<file path="src/rtl/fwd_hazard_ctrl_pkg.sv">
// Shared types and constants for the forwarding/hazard controller.
// Operand-mux select encodings and the destination-scoreboard entry layout.
package fwd_hazard_ctrl_pkg;

    localparam logic [1:0] FWD_SEL_RF    = 2'b00;
    localparam logic [1:0] FWD_SEL_EXMEM = 2'b01;
    localparam logic [1:0] FWD_SEL_MEMWB = 2'b10;
    localparam logic [1:0] FWD_SEL_WBBUF = 2'b11;

    // Scoreboard rd field is wide enough for any supported REG_ADDR_W; narrower
    // addresses are zero-extended into it.
    localparam int unsigned SB_RD_W = 8;

    typedef logic [SB_RD_W-1:0] sb_rd_t;

    typedef struct packed {
        logic   valid;
        sb_rd_t rd;
        logic   reg_write;
        logic   mem_read;
    } sb_entry_t;

    localparam sb_entry_t SB_BUBBLE = '0;

    // x0 is hardwired to zero, so it never produces a forwarding hit.
    function automatic logic sb_hit(input sb_entry_t e, input sb_rd_t rs, input logic used);
        return used && e.valid && e.reg_write && (e.rd != '0) && (e.rd == rs);
    endfunction

endpackage

</file>
<file path="src/rtl/fwd_hazard_ctrl_if.sv">
// ID-stage decode info in, operand-mux selects and pipeline stall/bubble out.
// master = pipeline side, slave = fwd_hazard_ctrl.
interface fwd_hazard_ctrl_if #(
    parameter int unsigned REG_ADDR_W = 5
);
    logic                  id_valid;
    logic [REG_ADDR_W-1:0] id_rs1;
    logic [REG_ADDR_W-1:0] id_rs2;
    logic                  id_rs1_used;
    logic                  id_rs2_used;
    logic [REG_ADDR_W-1:0] id_rd;
    logic                  id_reg_write;
    logic                  id_mem_read;
    logic                  flush;
    logic                  muldiv_busy;
    logic [1:0]            fwd_a_select;
    logic [1:0]            fwd_b_select;
    logic                  stall;
    logic                  bubble;

    modport master (
        output id_valid, id_rs1, id_rs2, id_rs1_used, id_rs2_used, id_rd,
               id_reg_write, id_mem_read, flush, muldiv_busy,
        input  fwd_a_select, fwd_b_select, stall, bubble
    );

    modport slave (
        input  id_valid, id_rs1, id_rs2, id_rs1_used, id_rs2_used, id_rd,
               id_reg_write, id_mem_read, flush, muldiv_busy,
        output fwd_a_select, fwd_b_select, stall, bubble
    );
endinterface

</file>
<file path="src/rtl/fwd_src_match.sv">
// Priority compare of one source register against the EX/MEM/WB scoreboard slots.
// The WB-slot compare exists only when FWD_WB_BUFFER_EN is defined.
module fwd_src_match
    import fwd_hazard_ctrl_pkg::*;
(
    input  sb_rd_t     rs,
    input  logic       used,
    input  sb_entry_t  ex,
    input  sb_entry_t  mem,
    input  sb_entry_t  wb,
    output logic [1:0] sel,
    output logic       load_hit
);
    logic ex_hit;
    logic mem_hit;
    logic wb_hit;

    assign ex_hit  = sb_hit(ex, rs, used);
    assign mem_hit = sb_hit(mem, rs, used);

`ifdef FWD_WB_BUFFER_EN
    assign wb_hit = sb_hit(wb, rs, used);
`else
    // Without the buffer the register file writes early enough to be read directly.
    logic unused_wb;
    assign unused_wb = ^wb;
    assign wb_hit    = 1'b0;
`endif

    // A load in EX has no data yet; the controller stalls, so it falls through here.
    always_comb begin
        sel = FWD_SEL_RF;
        if (ex_hit && !ex.mem_read) begin
            sel = FWD_SEL_EXMEM;
        end else if (mem_hit) begin
            sel = FWD_SEL_MEMWB;
        end else if (wb_hit) begin
            sel = FWD_SEL_WBBUF;
        end
    end

    assign load_hit = ex_hit && ex.mem_read;

endmodule

</file>
<file path="src/rtl/fwd_hazard_ctrl.sv">
// Forwarding and hazard controller: registered EX operand-mux selects, load-use and
// mul/div stall/bubble generation. FWD_WB_BUFFER_EN enables select 11 (WB buffer).
module fwd_hazard_ctrl
    import fwd_hazard_ctrl_pkg::*;
#(
    parameter int unsigned REG_ADDR_W = 5
) (
    input  logic             clk,
    input  logic             reset,
    fwd_hazard_ctrl_if.slave bus
);
    logic [REG_ADDR_W-1:0] id_rs1;
    logic [REG_ADDR_W-1:0] id_rs2;
    logic [REG_ADDR_W-1:0] id_rd;

    sb_entry_t  id_entry;
    sb_entry_t  ex_q, ex_d;
    sb_entry_t  mem_q, mem_d;
    sb_entry_t  wb_q, wb_d;
    logic [1:0] sel_a_q, sel_a_d, sel_a_nxt;
    logic [1:0] sel_b_q, sel_b_d, sel_b_nxt;
    logic       hit_a, hit_b;
    logic       load_use;

    assign id_rs1 = bus.id_rs1;
    assign id_rs2 = bus.id_rs2;
    assign id_rd  = bus.id_rd;

    always_comb begin
        id_entry = SB_BUBBLE;
        if (bus.id_valid) begin
            id_entry.valid     = 1'b1;
            id_entry.rd        = sb_rd_t'(id_rd);
            id_entry.reg_write = bus.id_reg_write;
            id_entry.mem_read  = bus.id_mem_read;
        end
    end

    fwd_src_match u_match_a (
        .rs       (sb_rd_t'(id_rs1)),
        .used     (bus.id_rs1_used),
        .ex       (ex_q),
        .mem      (mem_q),
        .wb       (wb_q),
        .sel      (sel_a_nxt),
        .load_hit (hit_a)
    );

    fwd_src_match u_match_b (
        .rs       (sb_rd_t'(id_rs2)),
        .used     (bus.id_rs2_used),
        .ex       (ex_q),
        .mem      (mem_q),
        .wb       (wb_q),
        .sel      (sel_b_nxt),
        .load_hit (hit_b)
    );

    assign load_use = bus.id_valid && (hit_a || hit_b);

    // Advance priority: mul/div freeze, then flush, then load-use, then normal.
    always_comb begin
        ex_d    = id_entry;
        mem_d   = ex_q;
        wb_d    = mem_q;
        sel_a_d = sel_a_nxt;
        sel_b_d = sel_b_nxt;
        if (bus.muldiv_busy) begin
            ex_d    = ex_q;
            mem_d   = SB_BUBBLE;
            sel_a_d = sel_a_q;
            sel_b_d = sel_b_q;
        end else if (bus.flush || load_use) begin
            ex_d    = SB_BUBBLE;
            sel_a_d = FWD_SEL_RF;
            sel_b_d = FWD_SEL_RF;
        end
    end

    always_comb begin
        bus.stall  = 1'b0;
        bus.bubble = 1'b0;
        if (!reset) begin
            if (bus.muldiv_busy) begin
                bus.stall = 1'b1;
            end else if (bus.flush) begin
                bus.bubble = 1'b1;
            end else if (load_use) begin
                bus.stall  = 1'b1;
                bus.bubble = 1'b1;
            end
        end
    end

    always_ff @(posedge clk or posedge reset) begin
        if (reset) begin
            ex_q    <= SB_BUBBLE;
            mem_q   <= SB_BUBBLE;
            wb_q    <= SB_BUBBLE;
            sel_a_q <= FWD_SEL_RF;
            sel_b_q <= FWD_SEL_RF;
        end else begin
            ex_q    <= ex_d;
            mem_q   <= mem_d;
            wb_q    <= wb_d;
            sel_a_q <= sel_a_d;
            sel_b_q <= sel_b_d;
        end
    end

    assign bus.fwd_a_select = sel_a_q;
    assign bus.fwd_b_select = sel_b_q;

endmodule

</file>
<file path="src/flat_wrapper.sv">
// flat-port wrapper written by rule: the top's interface ports become plain ports
module fwd_hazard_ctrl_flat import fwd_hazard_ctrl_pkg::*;
#(
    parameter int unsigned REG_ADDR_W = 5
)
  (clk, reset, bus_id_valid, bus_id_rs1, bus_id_rs2, bus_id_rs1_used, bus_id_rs2_used, bus_id_rd, bus_id_reg_write, bus_id_mem_read, bus_flush, bus_muldiv_busy, bus_fwd_a_select, bus_fwd_b_select, bus_stall, bus_bubble);
  fwd_hazard_ctrl_if #(.REG_ADDR_W(REG_ADDR_W)) bus_i ();
  input  logic clk;
  input  logic reset;
  input wire logic [$bits(bus_i.id_valid)-1:0] bus_id_valid;
  input wire logic [$bits(bus_i.id_rs1)-1:0] bus_id_rs1;
  input wire logic [$bits(bus_i.id_rs2)-1:0] bus_id_rs2;
  input wire logic [$bits(bus_i.id_rs1_used)-1:0] bus_id_rs1_used;
  input wire logic [$bits(bus_i.id_rs2_used)-1:0] bus_id_rs2_used;
  input wire logic [$bits(bus_i.id_rd)-1:0] bus_id_rd;
  input wire logic [$bits(bus_i.id_reg_write)-1:0] bus_id_reg_write;
  input wire logic [$bits(bus_i.id_mem_read)-1:0] bus_id_mem_read;
  input wire logic [$bits(bus_i.flush)-1:0] bus_flush;
  input wire logic [$bits(bus_i.muldiv_busy)-1:0] bus_muldiv_busy;
  output wire logic [$bits(bus_i.fwd_a_select)-1:0] bus_fwd_a_select;
  output wire logic [$bits(bus_i.fwd_b_select)-1:0] bus_fwd_b_select;
  output wire logic [$bits(bus_i.stall)-1:0] bus_stall;
  output wire logic [$bits(bus_i.bubble)-1:0] bus_bubble;
  assign bus_i.id_valid = bus_id_valid;
  assign bus_i.id_rs1 = bus_id_rs1;
  assign bus_i.id_rs2 = bus_id_rs2;
  assign bus_i.id_rs1_used = bus_id_rs1_used;
  assign bus_i.id_rs2_used = bus_id_rs2_used;
  assign bus_i.id_rd = bus_id_rd;
  assign bus_i.id_reg_write = bus_id_reg_write;
  assign bus_i.id_mem_read = bus_id_mem_read;
  assign bus_i.flush = bus_flush;
  assign bus_i.muldiv_busy = bus_muldiv_busy;
  assign bus_fwd_a_select = bus_i.fwd_a_select;
  assign bus_fwd_b_select = bus_i.fwd_b_select;
  assign bus_stall = bus_i.stall;
  assign bus_bubble = bus_i.bubble;
  fwd_hazard_ctrl #(.REG_ADDR_W(REG_ADDR_W)) u_core (.clk(clk), .reset(reset), .bus(bus_i));
endmodule
</file>
<file path="config.mk">
export PLATFORM = sky130hd
export DESIGN_NAME = fwd_hazard_ctrl_flat
export DESIGN_NICKNAME = d
export VERILOG_FILES = /design/src/rtl/fwd_hazard_ctrl_pkg.sv /design/src/rtl/fwd_hazard_ctrl_if.sv /design/src/rtl/fwd_src_match.sv /design/src/rtl/fwd_hazard_ctrl.sv /design/src/flat_wrapper.sv
export SDC_FILE = /design/constraint.sdc
export NUM_CORES = 1
export LEC_CHECK = 0
export ABC_AREA = 1
export CAP_MARGIN = 30
export CORE_ASPECT_RATIO = 1.5
export CORE_MARGIN = 4
export CORE_UTILIZATION = 56
export DETAILED_ROUTE_END_ITERATION = 8
export GPL_TIMING_DRIVEN = 0
export PLACE_DENSITY = 0.79
export RECOVER_POWER = 50
export SYNTH_ARGS = -nofsm -noshare
export SYNTH_HDL_FRONTEND = slang
export SYNTH_HIERARCHICAL = 1
export SYNTH_SLANG_ARGS = --single-unit
export TNS_END_PERCENT = 50
</file>
<file path="constraint.sdc">
create_clock -name clk -period 3.1 [get_ports clk]
set_input_delay 0.775 -clock clk [delete_from_list [all_inputs] [get_ports clk]]
set_output_delay 0.775 -clock clk [all_outputs]
set_load 0.005 [all_outputs]
</file>
==> run_results.csv <==
group,metric,value,unit
floorplanning,initial_utilization,59.08,%
finish,layout.nets,396,
timing,hold_slack,0.4803,ns
clock_network,clk_path_buf_depth,2,
power_and_ir_drop,ir_drop,0.2916,mV
timing,rsz0062_at_grt,"no",
critical_path,cpMostUsedCell,"nand2_2",
routing,wl_per_cell,11.32,um
finish,syn2layout_area_growth,42.76,%
routing,dr.first_iter.drc_count,96,
critical_path,critPathKind,"in2out",
finish,most-common-layout-cells,"105 x nand2_1, 59 x inv_1, 46 x conb_1",
timing,setup_ws,0.09432,ns
critical_path,critical-path-max-stage-delay,0.28,ns
power_and_ir_drop,p_per_area,261.0,mW/mm2
critical_path,critPathTopFamily,"simple AND/OR/NAND/NOR gates",
floorplanning,die_w,51.85,um
routing,drc,0,
worst_hold_path,hold_path_class,"reg2reg",
finish,num_antenna_cells,0,
routing,vias,1823,
global_route,grtUsageTotal,24.48,%
routing,wl,4619,um
critical_path,required,2.32,ns
routing,dr.pass1.iters,4,
synthesis,synth_warnings,6,
finish,final_layout_size_suffix_gt1_share,12.13,%
finish,seqCellArea,475.5,um2
timing,setup_violations,0,
global_route,grt_pass1_wl,7038,um
critical_path,worstPathArrival,2.23,ns
finish,postLayoutCoreUtil,84.35,%
synthesis,syn_avg_cell_area,5.790,um2
place,finalWeightedCongestion,0.8620,
clock_network,clkTransAtPathRegs,0.07,ns
floorplanning,fp-row-count,23,
routing,drt-vias-per-instance,4.468,
timing,maxSlewViolCount,0,
floorplanning,ios,30,
clock_network,cts_buffers,3,
critical_path,crit_slowest_cell,"dlygate4sd2_1",
place,io_buffer_count,29,
floorplanning,dieArea,0.003825,mm2
finish,multi_input_area,0.001106,mm2
power_and_ir_drop,leakagePower,1.248,nW
flow_run,drv_cap,0,
clock_network,clock-root-buffer,"clkbuf_8",
global_route,grt_pass1_vias,1688,
critical_path,cp-start-kind,"primary input",
place,dp_worst_setup_slack,-0.5671,ns
clock_network,cts_tree,"done",
timing,finalHoldViolCount,0,
critical_path,crit_chain,"dlygate4sd2_1 > xnor2_1 > nand2_1 > nor2_2 > nand2_2 > nor2_4 > inv_1 > nand2_2 > nand3_2 > a21oi_2 > buf_2",
place,hpwl,2785,um
critical_path,crit_buf_inv,3,
clock_network,cts_sinks,19,
critical_path,end_kind,"output pin",
floorplanning,core,0.002734,mm2
finish,final_common_cell,"nand2_1",
synthesis,synth_cells,279,
routing,antenna_left,0,
synthesis,syn_area,0.001615,mm2
timing,layout_min_cycle_time,3.006,ns
power_and_ir_drop,p_total,0.0006019,W
critical_path,crit_fanout,3,
clock_network,h-tree-depth,1,
floorplanning,die_height,73.78,um
clock_network,clock_latency,0.25,ns
timing,finClkSkew,0.001620,ns
finish,n_fill_cell,189,
timing,timing.final.crit_share,96.96,%
outcome,status,"finished, final reports clean",
global_route,grt-ovfl-total,0,
timing,fmax,332.7,MHz
global_route,antenna_found_initial,0,
global_route,grt_max_degree,21,
==> repair_timing <==
item,in CTS,in global routing
hold buffers,0,0
pin swaps,7,10
setup endpoints to repair,2,2
gates cloned,0,0
setup buffers,12,2
resized for setup,24,15
hold endpoints to repair,0,0
==> registers in the layout, indices dropped and copies added, names as in the netlist <==
signal and cells:
u_core/ex_q 8, u_core/mem_q 7, u_core/bus.fwd_a_select 2, u_core/bus.fwd_b_select 2
==> layout make-up <==
type | instances | share of cell area (%)
buffer | 3 | 0.8139
clock buffer | 4 | 1.953
inverter | 62 | 10.26
multi-input combinational | 240 | 47.97
sequential | 19 | 20.62
tap | 37 | 2.008
timing repair buffer | 43 | 16.39
==> worst paths after layout <==
kind	start	slack, ns	depth (start not counted)	endpoint
min in group asynchronous	reset	0.95	2	u_core/bus.fwd_b_select[1]
setup reg to reg	u_core/ex_q[2]	0.64	14	u_core/ex_q[0]
max in group asynchronous	reset	1.89	2	u_core/mem_q[4]
setup / recovery	bus_id_rs2[4]	0.09	11	bus_stall
hold / removal	u_core/bus.fwd_a_select[1]	0.48	2	u_core/bus.fwd_a_select[1]
hold reg to reg	u_core/bus.fwd_a_select[1]	0.48	2	u_core/bus.fwd_a_select[1]
==> stage by stage <==
step	cell area [um2]	TNS, ns	instances
detailed placement	2121	-1.050	390
global placement	2121	-1.031	390
CTS	2258	0	406
floorplan	1784	0	324
global route	2306	0	408
finish	2306	0	408
==> worst reg2reg max path, cell delays in order, from the launching register on <==
cell and delay (ns):
dfrtp_1 0.47, nor2_1 0.17, nand3_1 0.08, nor2_1 0.13, nor2_2 0.08, nand2_2 0.08, nor2_4 0.04, buf_4 0.14
buf_4 0.13, buf_4 0.12, buf_4 0.12, buf_4 0.12, nor2_1 0.10, nand3_1 0.28, o21ai_0 0.30
==> layer usage <==
layer	up-vias	wire, um	part of all wire [%]	global-route usage, %
li1	942	-	-	-
met1	796	1769	38	26.25
met2	69	2461	53	45.73
met3	16	218	4.7	1.826
met4	0	170	3.7	13.41
met5	-	0	0	0
==> report_power, final <==
group	switching (W)	total, W	leakage, nW	internal (W)
clock	0.0000800	0.000171	0.0228	0.0000913
sequential	0.0000148	0.000273	0.258	0.000258
combinational	0.0000918	0.000158	0.967	0.0000662
total	0.000187	0.000602	1.25	0.000415
(Power assumes the default switching activity.)
